--- src/rtl/ocram_dma_pkg.sv ---
// Shared types for the OCRAM block copier: FSM state encoding and byte-enable constant.
package ocram_dma_pkg;

   typedef enum logic [2:0] {IDLE, RD, DRAIN, WR, FIN} state_e;

   localparam int unsigned MAX_BE_W = 64;
   localparam logic [MAX_BE_W-1:0] BE_ALL = {MAX_BE_W{1'b1}};

endpackage

--- src/rtl/ocram_dma_fifo.sv ---
// Show-ahead staging FIFO between the read and write phases of the copier.
module ocram_dma_fifo #(
   parameter int DATA_W = 64,
   parameter int DEPTH  = 4
) (
   input  logic                       clk,
   input  logic                       reset_n,
   input  logic                       push,
   input  logic                       pop,
   input  logic [DATA_W-1:0]          din,
   output logic [DATA_W-1:0]          dout,
   output logic                       empty,
   output logic                       full,
   output logic [$clog2(DEPTH):0]     count
);

   localparam int AW = $clog2(DEPTH);
   localparam int CW = AW + 1;

   logic [DATA_W-1:0] mem_q [DEPTH];
   logic [AW-1:0]     wp_q, rp_q;
   logic [CW-1:0]     cnt_q;

   always_ff @(posedge clk or negedge reset_n) begin
      if (!reset_n) begin
         wp_q  <= '0;
         rp_q  <= '0;
         cnt_q <= '0;
         for (int i = 0; i < DEPTH; i++) mem_q[i] <= '0;
      end else begin
         if (push) begin
            mem_q[wp_q] <= din;
            wp_q        <= wp_q + AW'(1);
         end
         if (pop) rp_q <= rp_q + AW'(1);
         case ({push, pop})
            2'b10:   cnt_q <= cnt_q + CW'(1);
            2'b01:   cnt_q <= cnt_q - CW'(1);
            default: cnt_q <= cnt_q;
         endcase
      end
   end

   assign dout  = mem_q[rp_q];
   assign empty = (cnt_q == '0);
   assign full  = (cnt_q == CW'(DEPTH));
   assign count = cnt_q;

endmodule

--- src/rtl/ocram_dma_copier.sv ---
// Avalon-MM master that copies a block of 64-bit words inside the on-chip RAM,
// reading a FIFO-sized batch, draining the read pipeline, then writing it back out.
module ocram_dma_copier
   import ocram_dma_pkg::*;
#(
   parameter int ADDR_W       = 13,
   parameter int DATA_W       = 64,
   parameter int BE_W         = 8,
   parameter int READ_LATENCY = 1,
   parameter int FIFO_DEPTH   = 4
) (
   input  logic              clk,
   input  logic              reset_n,
   input  logic              start,
   input  logic [ADDR_W-1:0] src_addr,
   input  logic [ADDR_W-1:0] dst_addr,
   input  logic [ADDR_W:0]   word_count,
   output logic              busy,
   output logic              done,
   output logic [ADDR_W-1:0] avm_address,
   output logic [BE_W-1:0]   avm_byteenable,
   output logic              avm_chipselect,
   output logic              avm_read,
   output logic              avm_write,
   output logic [DATA_W-1:0] avm_writedata,
   input  logic [DATA_W-1:0] avm_readdata,
   input  logic              avm_waitrequest
);

   localparam int CW = $clog2(FIFO_DEPTH) + 1;
   localparam int RW = ADDR_W + 1;

   state_e            state_q, state_d;
   logic [ADDR_W-1:0] rd_ptr_q, rd_ptr_d, wr_ptr_q, wr_ptr_d;
   logic [RW-1:0]     rd_rem_q, rd_rem_d, wr_rem_q, wr_rem_d;
   logic [CW-1:0]     batch_q, batch_d, infl_q, infl_d;
   logic              busy_q, busy_d, done_q, done_d;
   logic [READ_LATENCY-1:0] vld_pipe_q;

   logic              rd_acc, wr_acc, push;
   logic              fifo_empty, fifo_full;
   logic [CW-1:0]     fifo_cnt;
   logic [DATA_W-1:0] fifo_dout;

   // Requests decode straight from the state register so an async reset drops them at once.
   assign avm_read       = (state_q == RD);
   assign avm_write      = (state_q == WR) && !fifo_empty;
   assign avm_chipselect = avm_read | avm_write;
   assign avm_address    = avm_read ? rd_ptr_q : (avm_write ? wr_ptr_q : '0);
   assign avm_writedata  = avm_write ? fifo_dout : '0;
   assign avm_byteenable = BE_ALL[BE_W-1:0];
   assign busy           = busy_q;
   assign done           = done_q;

   assign rd_acc = avm_read  & ~avm_waitrequest;
   assign wr_acc = avm_write & ~avm_waitrequest;
   assign push   = vld_pipe_q[READ_LATENCY-1] & ~fifo_full;

   always_comb begin
      infl_d = infl_q;
      if (rd_acc && !push)      infl_d = infl_q + CW'(1);
      else if (!rd_acc && push) infl_d = infl_q - CW'(1);
   end

   always_comb begin
      state_d  = state_q;
      rd_ptr_d = rd_ptr_q;
      wr_ptr_d = wr_ptr_q;
      rd_rem_d = rd_rem_q;
      wr_rem_d = wr_rem_q;
      batch_d  = batch_q;
      busy_d   = busy_q;
      done_d   = (state_q == FIN);
      case (state_q)
         IDLE: if (start) begin
            rd_ptr_d = src_addr;
            wr_ptr_d = dst_addr;
            rd_rem_d = word_count;
            wr_rem_d = word_count;
            batch_d  = '0;
            busy_d   = 1'b1;
            state_d  = (word_count == '0) ? FIN : RD;
         end
         RD: if (rd_acc) begin
            rd_ptr_d = rd_ptr_q + ADDR_W'(1);
            rd_rem_d = rd_rem_q - RW'(1);
            batch_d  = batch_q + CW'(1);
            if (batch_q == CW'(FIFO_DEPTH - 1) || rd_rem_q == RW'(1)) state_d = DRAIN;
         end
         DRAIN: if (infl_d == '0) state_d = WR;
         WR: if (wr_acc) begin
            wr_ptr_d = wr_ptr_q + ADDR_W'(1);
            wr_rem_d = wr_rem_q - RW'(1);
            if (fifo_cnt == CW'(1)) begin
               batch_d = '0;
               state_d = (wr_rem_q == RW'(1)) ? FIN : RD;
            end
         end
         FIN: begin
            busy_d  = 1'b0;
            state_d = IDLE;
         end
         default: state_d = IDLE;
      endcase
   end

   always_ff @(posedge clk or negedge reset_n) begin
      if (!reset_n) begin
         state_q    <= IDLE;
         rd_ptr_q   <= '0;
         wr_ptr_q   <= '0;
         rd_rem_q   <= '0;
         wr_rem_q   <= '0;
         batch_q    <= '0;
         infl_q     <= '0;
         busy_q     <= 1'b0;
         done_q     <= 1'b0;
         vld_pipe_q <= '0;
      end else begin
         state_q    <= state_d;
         rd_ptr_q   <= rd_ptr_d;
         wr_ptr_q   <= wr_ptr_d;
         rd_rem_q   <= rd_rem_d;
         wr_rem_q   <= wr_rem_d;
         batch_q    <= batch_d;
         infl_q     <= infl_d;
         busy_q     <= busy_d;
         done_q     <= done_d;
         vld_pipe_q <= (vld_pipe_q << 1) | READ_LATENCY'(rd_acc);
      end
   end

   ocram_dma_fifo #(.DATA_W(DATA_W), .DEPTH(FIFO_DEPTH)) u_fifo (
      .clk     (clk),
      .reset_n (reset_n),
      .push    (push),
      .pop     (wr_acc),
      .din     (avm_readdata),
      .dout    (fifo_dout),
      .empty   (fifo_empty),
      .full    (fifo_full),
      .count   (fifo_cnt)
   );

endmodule

--- config.mk ---
export PLATFORM = sky130hd
export DESIGN_NAME = ocram_dma_copier
export DESIGN_NICKNAME = d
export VERILOG_FILES = /design/src/rtl/ocram_dma_pkg.sv /design/src/rtl/ocram_dma_fifo.sv /design/src/rtl/ocram_dma_copier.sv
export SDC_FILE = /design/constraint.sdc
export NUM_CORES = 1
export LEC_CHECK = 0
export CORE_UTILIZATION = 55
export DETAILED_ROUTE_END_ITERATION = 8
export PLACE_DENSITY_LB_ADDON = 0.2
export SLEW_MARGIN = 20
export SYNTH_ARGS = -nofsm -noshare
export SYNTH_HDL_FRONTEND = slang
export SYNTH_SLANG_ARGS = --single-unit
--- constraint.sdc ---
create_clock -name clk -period 7.1 [get_ports clk]
set_clock_uncertainty 0.2 [all_clocks]
set_input_delay 0.71 -clock clk [delete_from_list [all_inputs] [get_ports clk]]
set_output_delay 0.71 -clock clk [all_outputs]
set_load 0.02 [all_outputs]
==> metrics.md, run 1 <==
| Metric | Value |
|---|---|
| Worst R2R End | rd_rem_q[12] |
| RSZ-0062 raised after global routing | false |
| Filler cells | between 2,000 and 2,500 |
| Final #Nets | around 1,500 |
| Die area | about 0.030 mm^2 |
| Finished Core Util | between 60 and 70% |
| F_max | between 0.2 and 0.25 GHz |
| Cts hold-fix bufs | 0 |
| Clock sinks | roughly 330 |
| CTS Buf Count | 37 |
| Crit. End Element | output port |
| Port Buf Inserts | 189 |
| Post-synthesis async set-or-reset flop share | 100% |
| Max-slew headroom | approximately a third |
| Crit path arrival time | around 4000 ps |
| Antenna cells | 0 |
| Vias in the first global route | between 10,000 and 15,000 |
| Grt ovf | 0 |
| Initial Util | approximately 57% |
| Least-Margin Pin Slew | slightly above 1000 ps |
| Worst hold slack | -24.8 ps |
| DRT Wirelength | 36,900 um |
| Final setup TNS | 0 ps |
| # IOs | a little under 200 |
| Seq cells post-synth | approximately 330 |
| Initial antenna violation count | 1 |
| Most common cell after layout, fill and taps aside | dfrtp_1 |
| Syn_area_per_cell | 12.8 um^2 |
| CTS H-Tree Depth | 2 |
| Crit-path most repeated cell | nand2_1 |
| Top-area cell type share of the netlist area | between 50% and 60% |
| Routability Congestion | between 0.8 and 0.9 |
| Dominant cells by area after synthesis | dfrtp_1 52%, mux2_2 18%, mux4_2 9.1% |
| CP Launch Type | flop |
| Post-Place Cells | roughly 1,700 |
| Final Hold Viols | 3 |
| Min Tclk post-route | just under 5000 ps |
| Worst min path class | in2async |
| Synth-to-layout area growth | 22.0% |
| Syn Std Cell Area | between 0.015 and 0.02 mm^2 |
| Register clock-pin slew on the reported worst setup and hold paths | ~60 ps |
| Critical Path Fanout Max | 30 |
| DRT Pass-1 Iters | 6 |
| Row cnt | 61 |
| Routed Antenna Nets | 0 |
| Clock Latency Late Sink | about 530 ps |
| Crit-path cells | nand2_1, inv_1, nand2_1, o21ai_0, clkdlybuf4s50_1 |
| Largest area contributor in the netlist | dfrtp_1 |
| DRT iter0 DRCs | between 800 and 900 |
| Unique masters post-synth | 65 |
| Mapped Cells | 1,238 |
| First-pass GRT wire length | 59,500 um |
| Core box area | roughly 0.028 mm^2 |
| Tcrit/Tclk final | about two thirds |
| Leakage power | just under 8 nW |
| DR WL/cell | 20.4 um |
| Status | finished, violations left |
| Endpoints failing setup | 0 |
| Largest net degree at the start of global routing | 135 |
| CP required | approximately 6200 ps |
| Fin cells | between 1,500 and 2,000 |
| WS Path Type | reg2out |
| Post-CTS setup buffers | 0 |
| Violated checks | negative hold slack |
| Reg-to-reg startpoint | state_q[0] |
| R2R cell count | 6 |
| Fraction of layout cells with a size suffix above 1 | about 29% |
| Worst vdd ir | 324 uV |
| Seq/Total Area, Yosys | 51.8% |
| Longest Clk Path Bufs | 3 |
| Dpl hpwl | 23,400 um |
| Max capacitance violation total | 0 |
| CTS tree | done |
| Top_reg_cell synth | dfrtp_1 |
| Vias | about 11,000 |
| Reg2Reg Setup Slack | around 3600 ps |
| Die width | ~170 um |
| Crit-path max cell delay | between 900 and 1000 ps |
| Die span in y | around 170 um |
| Commonest non-fill, non-tap cells in the layout | 327 x dfrtp_1, 256 x mux2_2, 188 x clkdlybuf4s50_1, 66 x and2_1, 64 x mux4_2 |
| Via-per-instance ratio | roughly 6.0 |
| Power Density | about 480 mW/mm^2 |
| Ys Warns | 0 |
| CTS root buf | clkbuf_16 |
| Resized Gates After CTS | 0 |
| GR Util All Layers | ~26% |
| Post-synth EDFFs | 0 |
| DRC Markers | 0 |
| Slowest CP cell | dfrtp_1 |
| Slew Limit Fails | 0 |
-- cell type report --
class	instances	area (um^2)	area share, %
clock buffers	52	1100	5.69
multi-input cells	809	7260	37.5
well taps	378	473	2.44
repair buffers	205	2030	10.5
flip-flops and latches	329	8240	42.5
clock inverters	14	199	1.03
inverters	23	87.6	0.452
-- state kept, by name (all words and copies together), names as in the netlist --
name,flops
u_fifo.mem_q,256
infl_q,3
state_q,3
done,1
u_fifo.count,3
u_fifo.wp_q,2
busy,1
wr_rem_q,14
u_fifo.rp_q,2
rd_ptr_q,13
batch_q,3
rd_rem_q,14
wr_ptr_q,13
vld_pipe_q,1
-- Yosys cell counts (all sizes together) (2+ instances only) --
cell type / n
dfrtp: 329
mux2: 256
and2: 66
clkbuf: 64
mux4: 64
o21ai: 59
nand2: 56
a21oi: 52
nor2: 51
inv: 22
nand3: 21
buf: 20
ha: 19
o22ai: 17
a22o: 14
nor3: 13
nor4: 11
a31oi: 9
a22oi: 7
or4: 6
nand4: 5
o31ai: 5
xnor2: 5
mux2i: 4
nor2b: 4
nor3b: 4
o211ai: 4
a2bb2oi: 3
a32oi: 3
or2: 3
or3: 3
or4b: 3
a21o: 2
a221o: 2
a41o: 2
and4: 2
nand3b: 2
o211a: 2
o221a: 2
o22a: 2
o31a: 2
xor2: 2
-- report_power, final --
part / total (mW) / switching, mW / internal (mW) / leakage (nW)
clock network: 2.01 / 0.774 / 1.24 / 0.646
logic: 3.74 / 1.67 / 2.07 / 3.45
registers: 3.54 / 0.715 / 2.83 / 3.85
-- cells by family (layout without fill, tap and decap cells) --
family / count (synthesis) / in the layout / synth area share (%)
AOI/OAI and AO/OA: 197 / 197 / 7.75
xor gates and xnor gates: 7 / 7 / 0.386
adders and majority gates: 19 / 19 / 1.50
buffers and inverters: 107 / 294 / 2.76
DFF: 329 / 329 / 51.8
muxes: 324 / 324 / 27.5
other: 1 / 8 / 0.0236
and+or+nand+nor: 254 / 254 / 8.33
-- layer usage --
layer,wire length (um),vias to the layer above,GRT usage [%]
met5,13,-,0
met4,1150,2,9.89
met3,2400,86,4.42
met2,18100,377,43.5
met1,15200,5499,33.8
li1,-,4894,-
-- stage by stage --
stage / setup WS [ps] / instance area, um^2 / hold slack, ps / power (mW)
after global placement: 2970 / 18100 / 260 / 7.14
final: 2230 / 19400 / -24.8 / 9.29
after floorplan: 4260 / 15900 / 214 / 6.06
after global routing: 1890 / 19400 / 60.4 / 9.86
after CTS: 2290 / 19400 / 54.4 / 9.35
after detailed placement: 2870 / 18100 / 285 / 7.30
-- worst max-delay path by stage --
stage                          startpoint                end  slack (ps)  depth (start not counted)
after floorplan           u_fifo.count[0]  avm_writedata[14]        4260                          8
after global placement         state_q[0]     avm_address[3]        2970                          5
after detailed placement       state_q[0]     avm_address[3]        2870                          5
after CTS                      state_q[0]     avm_address[3]        2290                          5
after global routing           state_q[0]     avm_address[3]        1890                          5
final                          state_q[0]     avm_address[3]        2230                          5
-- worst max-delay path: cells and delay by family (launching register included) --
kind                   cells  cell delay, ps
AND/OR/NAND/NOR            2             910
AO/OA/AOI/OAI              1             110
flip-flops                 1             940
buffers and inverters      2            1450
(Power assumes the default switching activity.)
==> run 2, diff against run 1 <==
--- a/config.mk
+++ b/config.mk
@@ -5,7 +5,7 @@
 export SDC_FILE = /design/constraint.sdc
 export NUM_CORES = 1
 export LEC_CHECK = 0
-export CORE_UTILIZATION = 55
+export CORE_UTILIZATION = 51
 export DETAILED_ROUTE_END_ITERATION = 8
 export PLACE_DENSITY_LB_ADDON = 0.2
 export SLEW_MARGIN = 20
==> constraint.sdc (replaced) <==
create_clock -name clk -period 4.2 [get_ports clk]
set_clock_uncertainty 0.2 [all_clocks]
set_input_delay 0.42 -clock clk [delete_from_list [all_inputs] [get_ports clk]]
set_output_delay 0.42 -clock clk [all_outputs]
set_load 0.02 [all_outputs]
==> run 2 against run 1 <==
Compared with the run above: the flow now finishes without violations; largest power group unchanged; die area grew 7.8%; routed wire length grew 1.3%; count of clock-buffer cells in the layout grew 5; sequential share of layout area shrank 0.18 points; combinational power grew 75%; design area grew 0.42%; critical endpoint is now avm_writedata[19]; via count shrank 0.70%; register-to-register slack lost 2200 ps; power grew 68%.
==> metrics.md, run 2 (same netlist as run 1, synthesis figures left out) <==
| Metric | Value |
|---|---|
| DR WL/cell | 20.4 um (-0.16%) |
| Sequential share of power | 37.6% (-0.5 points) |
| Met2 GRT Util | 40.7% (-2.8 points) |
| GR Util All Layers | 24.3% (-1.7 points) |
| HP Start | dst_addr[1] |
| DRT Pass-1 Iters | 5 (-1) |
| CTS root buf | clkbuf_16 |
| Final #Nets | 1,540 (+0.52%) |
| Leakage power | 8.01 nW (+0.78%) |
| Vias in the first global route | 11,100 (-1.7%) |
| Register clock-pin slew on the reported worst setup and hold paths | 60 ps (about the same) |
| Max-slew headroom | 26.8% (-5.6 points) |
| Dpl hpwl | 23,900 um (+2.2%) |
| Commonest non-fill, non-tap cells in the layout | 327 x dfrtp_1, 256 x mux2_2, 188 x clkdlybuf4s50_1, 66 x and2_1, 64 x mux4_2 |
| R2R cell count | 7 (+1) |
| CP required | 3580 ps (-2610 ps) |
| Final Hold Viols | 0 (-3) |
| Crit path arrival time | 3220 ps (-740 ps) |
| CTS H-Tree Depth | 2 (unchanged) |
| Worst R2R End | state_q[0] |
| Longest Clk Path Bufs | 3 (unchanged) |
| WS Path Type | reg2out |
| Reg-to-reg startpoint | state_q[0] |
| Worst min path class | in2reg |
| Routability Congestion | 0.923 (+4.2%) |
| Comb power frac | 41.9% (+1.6 points) |
| DRT iter0 DRCs | 876 (-1.9%) |
| Global route hottest layer | met2 |
| Clock power share | 20.6% (-1.0 points) |
| Register area | 0.00824 mm^2 (unchanged) |
| Clock Latency Late Sink | 510 ps (-20 ps) |
| Met1 Use GR | 32.5% (-1.4 points) |
| DRC Markers | 0 (unchanged) |
| Power Density | 803 mW/mm^2 (+68%) |
| Via-per-instance ratio | 5.87 (-2.1%) |
| Max FFs per register | 256 (unchanged) |
| Crit. End Element | output port |
| Status | finished clean |
| CP Launch Type | flop |
| Slew Limit Fails | 0 (unchanged) |
| CTS tree | done |
| Worst vdd ir | 364 uV (+12%) |
| Fraction of layout cells with a size suffix above 1 | 29.2% (about the same) |
| Max capacitance violation total | 0 (unchanged) |
| Clock sinks | 329 (unchanged) |
| Largest registers | u_fifo.mem_q: 256 flops, rd_rem_q: 14 flops, wr_rem_q: 14 flops |
| Largest Register | u_fifo.mem_q |
| Endpoints failing setup | 0 (unchanged) |
| Final setup TNS | 0 ps (unchanged) |
| CTS Buf Count | 37 (unchanged) |
| Multi-input logic area | 0.00729 mm^2 (+0.33%) |
| Filler cells | 2,330 (+16%) |
| First-pass GRT wire length | 60,600 um (+1.8%) |
| Initial Util | 52.0% (-4.6 points) |
| Core box area | 0.0306 mm^2 (+8.9%) |
| Initial antenna violation count | 2 (+1) |
| RSZ-0062 raised after global routing | false |
| Met3 usage | 3.99% (-0.43 points) |
| Grt ovf | 0 (unchanged) |
| Row cnt | 64 (+4.9%) |
| Switching Power | 5.32 mW (+68%) |
| Most common cell after layout, fill and taps aside | dfrtp_1 |
| Min Tclk post-route | between 3000 and 4000 ps |
| Setup WS post-layout | 363 ps (-1870 ps) |
| Die area | 0.0319 mm^2 (+7.8%) |
| Total internal power | 10.3 mW (+68%) |
| Port Buf Inserts | 189 (unchanged) |
| Routed Antenna Nets | 0 (unchanged) |
| Least-Margin Pin Slew | 1100 ps (+83.8 ps) |
| Tcrit/Tclk final | just over 90% |
| Die width | 179 um (+3.8%) |
| Switch share | 34.0% (about the same) |
| Critical Path Fanout Max | 26 (-13%) |
| Largest net degree at the start of global routing | 111 (-18%) |
| Reg2Reg Setup Slack | 1410 ps (-2190 ps) |
| End of the worst hold path | wr_ptr_q[1] |
| Synth-to-layout area growth | 22.5% |
| Hold Path Depth | 3 |
| Pre-CTS setup slack | 859 ps (-2020 ps) |
| Die span in y | 179 um (+3.8%) |
| Vias | 10,800 (-0.70%) |
| F_max | around 0.26 GHz |
| DRT Wirelength | 37,400 um (+1.3%) |
| # IOs | 198 (unchanged) |
| Post-CTS setup buffers | 0 (unchanged) |
run 2: power groups by stage:
stage          clock network [mW]  logic, mW  registers [mW]
6_report                     3.22       6.55            5.88
5_1_grt                      3.42       7.14            6.09
4_1_cts                      3.29       6.61            5.85
3_5_place_dp                    0       6.58            5.89
3_3_place_gp                    0       6.44            5.80
2_1_floorplan                   0       4.82            5.43
run 2: layout make-up:
class	instances	area share, %
multi-input cells	809	37.4
clock buffers	57	5.76
flip-flops and latches	329	42.3
repair buffers	213	11.0
well taps	396	2.54
diodes	1	0.0128
inverters	23	0.443
clock inverters	8	0.520
run 2: metrics by stage:
stage                     power [mW]  utilization [%]  hold WS (ps)  cell area (um^2)  cells
after global placement          12.2             59.6           260             18200   1769
after floorplan                 10.3                -         -75.6             15900   1245
final                           15.6             63.7           279             19500   1836
after global routing            16.6             63.7           284             19500   1835
after detailed placement        12.5             59.6           281             18200   1769
after CTS                       15.8             63.7           269             19500   1835
run 2: worst max-delay path by stage:
stage	to	from	cells after the start	slack, ps
4_1_cts	avm_writedata[19]	u_fifo.count[0]	8	320
3_5_place_dp	avm_writedata[19]	u_fifo.count[0]	8	860
2_1_floorplan	avm_writedata[14]	u_fifo.count[0]	8	1650
3_3_place_gp	avm_writedata[35]	u_fifo.count[0]	8	920
6_report	avm_writedata[19]	u_fifo.count[0]	8	360
5_1_grt	avm_writedata[23]	u_fifo.count[0]	8	160
run 2: timing repair:
| action | CTS | global route |
|---|---|---|
| hold endpoints to repair | 106 | 0 |
| gates resized for setup | 0 | 0 |
| hold buffers | 1 | 0 |
run 2: routing by layer:
metal	vias to the layer above	part of all wire, %
met1	5452	43
met3	77	5.6
met4	2	2.6
met2	337	49
li1	4914	-
met5	-	0.035
run 2: worst max-delay path, stage by stage (launching register included):
cell	delay (ps)
dfrtp_1	410
inv_1	80
ha_1	220
nor2b_1	150
or2_2	350
inv_2	450
buf_4	290
and2_1	140
clkdlybuf4s50_1	610
==> run 3, diff against run 2 <==
--- a/config.mk
+++ b/config.mk
@@ -5,9 +5,8 @@
 export SDC_FILE = /design/constraint.sdc
 export NUM_CORES = 1
 export LEC_CHECK = 0
-export CORE_UTILIZATION = 51
+export CORE_UTILIZATION = 25
 export DETAILED_ROUTE_END_ITERATION = 8
-export PLACE_DENSITY_LB_ADDON = 0.2
 export SLEW_MARGIN = 20
 export SYNTH_ARGS = -nofsm -noshare
 export SYNTH_HDL_FRONTEND = slang
==> run 3 against run 2 <==
Compared with the run above: cell count grew 25%; combinational power is 0.9% higher; routed wire length rose by 12%; largest power group unchanged; highest routed layer unchanged; critical path type unchanged.
==> metrics.md, run 3 (same netlist as run 1, synthesis figures left out) <==
| Metric | Value |
|---|---|
| Worst vdd ir | 350 uV (-4.0%) |
| Final Hold Viols | 0 (unchanged) |
| Via-per-instance ratio | 4.73 (-20%) |
| Delay-heaviest family, CP | buffers and inverters |
| Core box area | 0.0630 mm^2 (+110%) |
| Register clock-pin slew on the reported worst setup and hold paths | 60 ps (about the same) |
| Setup WS post-layout | 298 ps (-65.0 ps) |
| Min Tclk post-route | 3900 ps (+65.0 ps) |
| DRT Wirelength | 41,800 um (+12%) |
| Clock sinks | 329 (unchanged) |
| Most common cell after layout, fill and taps aside | dfrtp_1 |
| Sequential share of power | 36.8% (-0.8 points) |
| HP Start | src_addr[0] |
| Slowest CP cell | clkdlybuf4s50_1 |
| Clock Latency Late Sink | 550 ps (+40 ps) |
| Routed Antenna Nets | 0 (unchanged) |
| Largest Register | u_fifo.mem_q |
| R2R cell count | 7 (unchanged) |
| DRT iter0 DRCs | 736 (-16%) |
| First-pass GRT wire length | 64,800 um (+6.9%) |
| CTS tree | done |
| Initial antenna violation count | 6 (+4) |
| Switching Power | 5.53 mW (+3.9%) |
| Synth-to-layout area growth | 27.1% |
| Initial Util | 25.2% (-27 points) |
| GR Util All Layers | 13.0% (-11 points) |
| Fraction of layout cells with a size suffix above 1 | 29.9% (+0.70 points) |
| Worst min path class | in2reg |
| Power, Total | 16.0 mW (+2.2%) |
| CTS H-Tree Depth | 2 (unchanged) |
| Crit-path max cell delay | 640 ps (+30 ps) |
| Pre-CTS setup slack | 835 ps (-24.0 ps) |
| DRC Markers | 0 (unchanged) |
| Filler cells | 6,265 (+170%) |
| Total internal power | 10.5 mW (+1.4%) |
| Reg2Reg Setup Slack | 1400 ps (about the same) |
| Routability Congestion | 0.846 (-8.4%) |
| Buf/Inv on CP | 4 (unchanged) |
| # IOs | 198 (unchanged) |
| Endpoints failing setup | 0 (unchanged) |
| Least-Margin Pin Slew | 980 ps (-118 ps) |
| Max capacitance violation total | 0 (unchanged) |
| Max-slew headroom | 34.7% (+7.9 points) |
| Comb power frac | 41.3% (-0.6 points) |
| Longest Clk Path Bufs | 3 (unchanged) |
| Vias | 10,900 (+0.68%) |
| Hold Path Depth | 3 (unchanged) |
| F_max | 0.256 GHz (-1.7%) |
| Critical Path Fanout Max | 20 (-23%) |
| Reg-to-reg startpoint | state_q[2] |
| Leakage power | 8.08 nW (+0.89%) |
| Clock power share | 21.9% (+1.3 points) |
| Vias in the first global route | 11,100 (+0.14%) |
| Post-CTS setup buffers | 0 (unchanged) |
| Tcrit/Tclk final | 92.9% (+1.5 points) |
| Crit. End Element | output port |
| Crit path arrival time | 3280 ps (+60 ps) |
| CTS root buf | clkbuf_16 |
| Switch share | 34.6% (+0.56 points) |
| Worst R2R End | u_fifo.count[2] |
| CP required | 3580 ps (about the same) |
| Grt ovf | 0 (unchanged) |
| Dpl hpwl | 27,600 um (+15%) |
| Die span in y | 254 um (+42%) |
| Slew Limit Fails | 0 (unchanged) |
| Max FFs per register | 256 (unchanged) |
| RSZ-0062 raised after global routing | false |
| CP Launch Type | flop |
| Die area | 0.0646 mm^2 (+100%) |
| Largest net degree at the start of global routing | 94 (-15%) |
| Crit-path cells | inv_1, ha_1, nor2b_1, or2_2, inv_2, buf_4, and2_1, clkdlybuf4s50_1 |
| Status | finished clean |
| Post-Place Cells | 2,224 (+26%) |
| Worst hold slack | 224 ps (-55.1 ps) |
| Fin cells | 2,297 (+25%) |
| CTS Buf Count | 41 (+11%) |
| Port Buf Inserts | 189 (unchanged) |
| DRT Pass-1 Iters | 5 (unchanged) |
| Final setup TNS | 0 ps (unchanged) |
| End of the worst hold path | rd_ptr_q[0] |
| Commonest non-fill, non-tap cells in the layout | 327 x dfrtp_1, 256 x mux2_2, 188 x clkdlybuf4s50_1, 66 x and2_1, 64 x mux4_2 |
| Power Density | 792 mW/mm^2 (-1.5%) |
| Die width | 254 um (+42%) |
| Largest registers | u_fifo.mem_q: 256 flops, rd_rem_q: 14 flops, wr_rem_q: 14 flops |
| Final #Nets | 1,549 (+0.58%) |
| WS Path Type | reg2out |
| DR WL/cell | 18.2 um (-11%) |
| Row cnt | 92 (+44%) |
run 3: changes by cell type in the layout (fill, tap and decap cells not counted), moves of 2 or more:
| cell | before | now |
|---|---|---|
| clkinvlp_4 | 0 | 3 |
| clkinv_4 | 0 | 2 |
| clkbuf_16 | 38 | 43 |
| clkinv_2 | 5 | 3 |
| inv_6 | 0 | 3 |
| buf_4 | 18 | 22 |
| clkbuf_1 | 9 | 6 |
run 3: how the worst max path moves through the flow:
stage | startpoint | end | depth (start not counted)
final | u_fifo.count[0] | avm_writedata[19] | 8
after global placement | u_fifo.count[0] | avm_writedata[19] | 8
after detailed placement | u_fifo.count[0] | avm_writedata[19] | 8
after global routing | u_fifo.count[0] | avm_writedata[19] | 8
after floorplan | u_fifo.count[0] | avm_writedata[14] | 8
after CTS | u_fifo.count[0] | avm_writedata[19] | 8
run 3: routing by layer:
metal / track usage, % / share of wire, %
met3: 3.86 / 7.4
met1: 16.8 / 43
met4: 3.37 / 2.0
met5: 0 / 0.17
met2: 21.0 / 47
run 3: worst register-to-register path: cells and delay by family, from the launching register on:
family | cells | cell delay, ps
xor+xnor | 1 | 130
fa+ha+maj | 1 | 340
buf+inv | 1 | 270
flops | 1 | 510
mux | 1 | 200
simple gates | 3 | 1030
run 3: layout make-up:
| class | count | area [um^2] | area share (%) |
|---|---|---|---|
| multi-input cells | 809 | 7290 | 36.1 |
| repair buffers | 218 | 2190 | 10.8 |
| flip-flops and latches | 329 | 8240 | 40.8 |
| inverters | 23 | 86.3 | 0.427 |
| clock inverters | 12 | 111 | 0.551 |
| diodes | 2 | 5.00 | 0.0248 |
| clock buffers | 58 | 1220 | 6.05 |
| well taps | 846 | 1060 | 5.24 |
run 3: stage by stage:
stage	instance area, um^2	util, %
2_1_floorplan	15900	-
3_3_place_gp	18900	29.9
3_5_place_dp	18900	29.9
4_1_cts	20200	32.1
5_1_grt	20200	32.1
6_report	20200	32.1
run 3: power by group through the flow:
stage	registers, mW	clock network, mW	logic (mW)
after global routing	6.11	3.74	7.19
after CTS	5.90	3.63	6.69
after detailed placement	5.95	0	6.66
after floorplan	5.43	0	4.82
after global placement	5.82	0	6.55
final	5.89	3.50	6.61
run 3: what timing repair did:
item / 4_1_cts / 5_1_grt
gates resized for setup: 0 / 0
hold buffers: 1 / 0
setup endpoints to repair: 0 / 0
hold endpoints to repair: 88 / 0
